==> config.mk <==
export PLATFORM = sky130hd
export DESIGN_NAME = gf163_reduce
export DESIGN_NICKNAME = d
export VERILOG_FILES = /design/src/rtl/gf163_reduce.sv
export SDC_FILE = /design/constraint.sdc
export NUM_CORES = 2
export LEC_CHECK = 0
export CORE_ASPECT_RATIO = 0.75
export CORE_MARGIN = 2
export CORE_UTILIZATION = 47
export DETAILED_ROUTE_END_ITERATION = 8
export PLACE_DENSITY_LB_ADDON = 0.3
export SYNTH_ARGS = -nofsm -noshare
export SYNTH_HDL_FRONTEND = slang
export SYNTH_SLANG_ARGS = --single-unit
==> constraint.sdc <==
create_clock -name clk -period 1.4 [get_ports clk]
set_input_delay 0.28 -clock clk [delete_from_list [all_inputs] [get_ports clk]]
set_output_delay 0.28 -clock clk [all_outputs]
set_load 0.005 [all_outputs]
==> src/rtl/gf163_reduce.sv <==
// Two-fold sequential reducer of a 325-bit GF(2)[x] product modulo x^163+x^7+x^6+x^3+1.
// Optional handshake counter red_count is enabled by defining GF163_REDUCE_STATS_EN.
module gf163_reduce #(
   parameter int             M        = 163,
   parameter logic [M-1:0]   POLY_LOW = 163'h0C9,
   parameter int             TAP_DEG  = 7
) (
   input  logic             clk,
   input  logic             rst,
   input  logic             in_valid,
   output logic             in_ready,
   input  logic [2*M-2:0]   in_prod,
   output logic             out_valid,
   input  logic             out_ready,
   output logic [M-1:0]     out_elem
`ifdef GF163_REDUCE_STATS_EN
   ,
   output logic [31:0]      red_count
`endif
);

   localparam int H_W  = M - 1;
   localparam int R1_W = M + TAP_DEG - 1;
   localparam int G_W  = TAP_DEG - 1;

   typedef enum logic [1:0] {IDLE, FOLD1, FOLD2, DONE} state_t;

   state_t               state_reg;
   logic [2*M-2:0]       c_reg;
   logic [R1_W-1:0]      r1_reg;

   logic [H_W-1:0]       h;
   logic [M-1:0]         l;
   logic [G_W-1:0]       g;
   logic [R1_W-1:0]      fold1_next;
   logic [M-1:0]         fold2_next;
   logic [R1_W-1:0]      pp1 [TAP_DEG+1];
   logic [M-1:0]         pp2 [TAP_DEG+1];

   assign h = c_reg[2*M-2:M];
   assign l = c_reg[M-1:0];
   assign g = r1_reg[R1_W-1:M];

   // Multiplying by POLY_LOW is one shifted copy of the high part per set tap.
   for (genvar gi = 0; gi <= TAP_DEG; gi++) begin : g_taps
      assign pp1[gi] = POLY_LOW[gi] ? (R1_W'(h) << gi) : '0;
      assign pp2[gi] = POLY_LOW[gi] ? (M'(g) << gi) : '0;
   end

   always_comb begin
      fold1_next = R1_W'(l);
      fold2_next = r1_reg[M-1:0];
      for (int j = 0; j <= TAP_DEG; j++) begin
         fold1_next = fold1_next ^ pp1[j];
         fold2_next = fold2_next ^ pp2[j];
      end
   end

   always_ff @(posedge clk) begin
      if (rst) begin
         state_reg <= IDLE;
         in_ready  <= 1'b1;
         out_valid <= 1'b0;
         out_elem  <= '0;
         c_reg     <= '0;
         r1_reg    <= '0;
      end else begin
         case (state_reg)
            IDLE: begin
               if (in_valid) begin
                  c_reg     <= in_prod;
                  in_ready  <= 1'b0;
                  state_reg <= FOLD1;
               end
            end
            FOLD1: begin
               r1_reg    <= fold1_next;
               state_reg <= FOLD2;
            end
            FOLD2: begin
               out_elem  <= fold2_next;
               out_valid <= 1'b1;
               state_reg <= DONE;
            end
            DONE: begin
               if (out_ready) begin
                  out_valid <= 1'b0;
                  in_ready  <= 1'b1;
                  state_reg <= IDLE;
               end
            end
            default: begin
               state_reg <= IDLE;
               in_ready  <= 1'b1;
               out_valid <= 1'b0;
            end
         endcase
      end
   end

`ifdef GF163_REDUCE_STATS_EN
   always_ff @(posedge clk) begin
      if (rst) begin
         red_count <= '0;
      end else if (state_reg == DONE && out_ready) begin
         red_count <= red_count + 32'd1;
      end
   end
`endif

endmodule

==> flow_summary.ini <==
[run_status]
status = finished with violations
violations = negative setup slack

[logic_synthesis]
synth_warnings = 0
synth_seq_cells = 661
yosys.area_share.simple_pct = 18.97
synth_compound_area_share_pct = 10.70
synthXorXnorAreaFrac_pct = 15.88
syn-cell-area_mm2 = 0.02974
synthesis.nets = 3421
synth_area_leaders = dfxtp_1 44%, xnor3_1 12%, nand2_1 8.2%, a21oi_1 5.5%, mux2i_1 5.5%
synth_common_cells = 661 x dfxtp_1, 651 x nand2_1, 329 x a21oi_1
yosysSeqAreaShare_pct = 44.50
synth_area_leader_cell = dfxtp_1
async_reset_ff_share_pct = 0
syn_avg_cell_area_um2 = 9.633
synth_edf_count = 0
synth_ff_type = dfxtp_1
synth_top_family_by_area = simple AND/OR/NAND/NOR gates
netlist.area_leader.share_pct = 44.50
yosysMostFrequentCell = dfxtp_1
synthMuxAreaShare_pct = 5.524
synthCells = 3087
synthAdderAreaFrac_pct = 0.2104
ys_types = 28

[clock_network]
clock_sinks = 661
cts_tree = done
insertion_delay_ns = 0.61
cts_buffers = 68
postCtsHoldBufs = 0
cts_root_buffer = clkbuf_16
path_clk_slew_ns = 0.07
htree_levels = 3
cts_buffer_depth = 3

[drt]
antenna_left = 0
drt_drc_violations_left = 0
firstDrtPassIters = 5
wl_mm = 98.66
vias_per_cell = 5.538
wire_per_inst_um = 21.59
detail_route.iter0.violations = 2128
num_vias = 25310

[worst_setup_path]
required_ns = 1.89
crit_arrival_ns = 2.12
r2r_setup_slack_ns = -0.23
start_kind = flop
r2r_cells = 7
crit_fanout = 20
r2r-start = state_reg[0]
reg2reg_to = r1_reg[58]
setup.worst_path.end_class = flop
critPathKind = reg2reg

[die]
die_w_um = 294.5
rows = 79
die_h_um = 221.8
initial_utilization_pct = 47.76
dieArea_mm2 = 0.06532
core_mm2 = 0.06227
io_pins = 494

[sta]
slew_violations = 0
setup_ws_ns = -0.2338
rsz0062_at_grt = yes
fin_tns_setup_ns = -79.43
setup_viol = 652
period_needed_ns = 1.634
fmaxAchievable_ghz = 0.6121
finClkSkew_ns = 0.02999
hold_viol = 0
tightest_slew_ns = 0.4351
maxSlewHeadroom_pct = 70.90
fin_crit_sh_pct = 116.7

[placed_design]
port_buffers = 493
dp_hpwl_mm = 62.17
routabilityCongestion = 0.8637
placed_area_mm2 = 0.03642

[finish]
drive_above_1_share_pct = 26.02
area_delta_synth_final_pct = 39.26
nets = 4031
largest_register_ff_count = 325
nFillCells = 4787
design_area_mm2 = 0.04141

[global_route]
grt_pass1_vias = 23000
grt_overflow_total = 0
grt_start_max_net_pins = 48
antenna_found_initial = 18
grtUsageTotal_pct = 26.19
grt_first_pass_wirelength_mm = 134.0

[hold_path]
hold-path-endpoint = r1_reg[87]
min_from = rst
hp-class = in2reg
hold-path-cell-count = 2

[power]
power_density_mw_per_mm2 = 1894
ir_worst_vdd_mv = 0.8718
total_power_uw = 78450
power.leakage_uw = 0.01663

[job]
cap_violations = 0
==> per-stage QoR <==
| step | util (%) | std cells | setup slack, ns | hold WS (ns) |
|---|---|---|---|---|
| after floorplan | - | 3087 | -0.04470 | 0.4160 |
| after detailed placement | 58.49 | 4322 | -0.3678 | 0.4468 |
| after CTS | 61.83 | 4476 | -0.1878 | 0.09853 |
| after global routing | 66.50 | 4570 | -0.2651 | 0.1169 |
| final | 66.50 | 4570 | -0.2338 | 0.1316 |
| after global placement | 58.49 | 4322 | -0.3321 | 0.4428 |
==> cell type report <==
| type | count | area [um^2] | share of cell area, % |
|---|---|---|---|
| tap | 810 | 1013 | 2.447 |
| antenna | 17 | 42.54 | 0.1027 |
| multi-input combinational | 2178 | 16610 | 40.11 |
| clock inverter | 17 | 227.7 | 0.5499 |
| sequential | 661 | 13420 | 32.41 |
| timing repair buffer | 786 | 8144 | 19.67 |
| clock buffer | 99 | 1939 | 4.683 |
| inverter | 2 | 12.51 | 0.03021 |
==> cells in the final DEF (no fill, tap or decap), types with 119 or more instances in the layout <==
cell type	n
a21oi_1	244
buf_2	158
buf_4	169
clkbuf_16	119
clkdlybuf4s50_1	327
dfxtp_1	515
dfxtp_2	143
mux2i_1	162
nand2_1	557
nand2b_1	158
nand3_1	151
nor2_1	179
xnor3_1	155
==> report_power, final <==
part           internal [uW]  switching, uW  leakage [uW]
registers              22900           3960       0.00546
logic                  17900          15300        0.0101
clock network          10500           7780       0.00106
==> worst max-delay path, cell delays in order, from the launching register on <==
cell and delay (ns):
dfxtp_4 0.38, ha_4 0.19, buf_6 0.14, nor2b_4 0.21
buf_6 0.19, buf_12 0.18, nand3_1 0.10, o221ai_1 0.10
==> kinds of logic after synthesis <==
group	after synthesis
xor+xnor	275
simple gates	1231
buf+inv	249
flops	661
compound gates	502
fa+ha+maj	5
mux	164
==> how the worst max path moves through the flow <==
stage / from / end / slack (ns) / cells after the start
after CTS: state_reg[1] / r1_reg[123] / -0.19 / 8
after detailed placement: in_valid / c_reg[228] / -0.37 / 6
final: state_reg[0] / r1_reg[58] / -0.23 / 7
after global placement: in_valid / c_reg[60] / -0.33 / 6
after global routing: state_reg[1] / r1_reg[57] / -0.27 / 8
after floorplan: state_reg[0] / out_elem[100] / -0.04 / 7
==> timing repair <==
| item | 4_1_cts | 5_1_grt |
|---|---|---|
| cloned | 5 | 57 |
| buffers inserted | 33 | 20 |
| gates resized for setup | 840 | 342 |
| pin swaps | 1 | 125 |
| endpoints found under the setup margin | 781 | 664 |
==> routing by layer <==
metal	up-vias	GRT usage, %	routed length, um
met5	-	0	0
met4	0	9.348	3103
met3	193	3.508	6039
met2	929	40.38	45380
met1	12310	37.61	44140
li1	11880	-	-
Power figures use the tool's default switching activity.
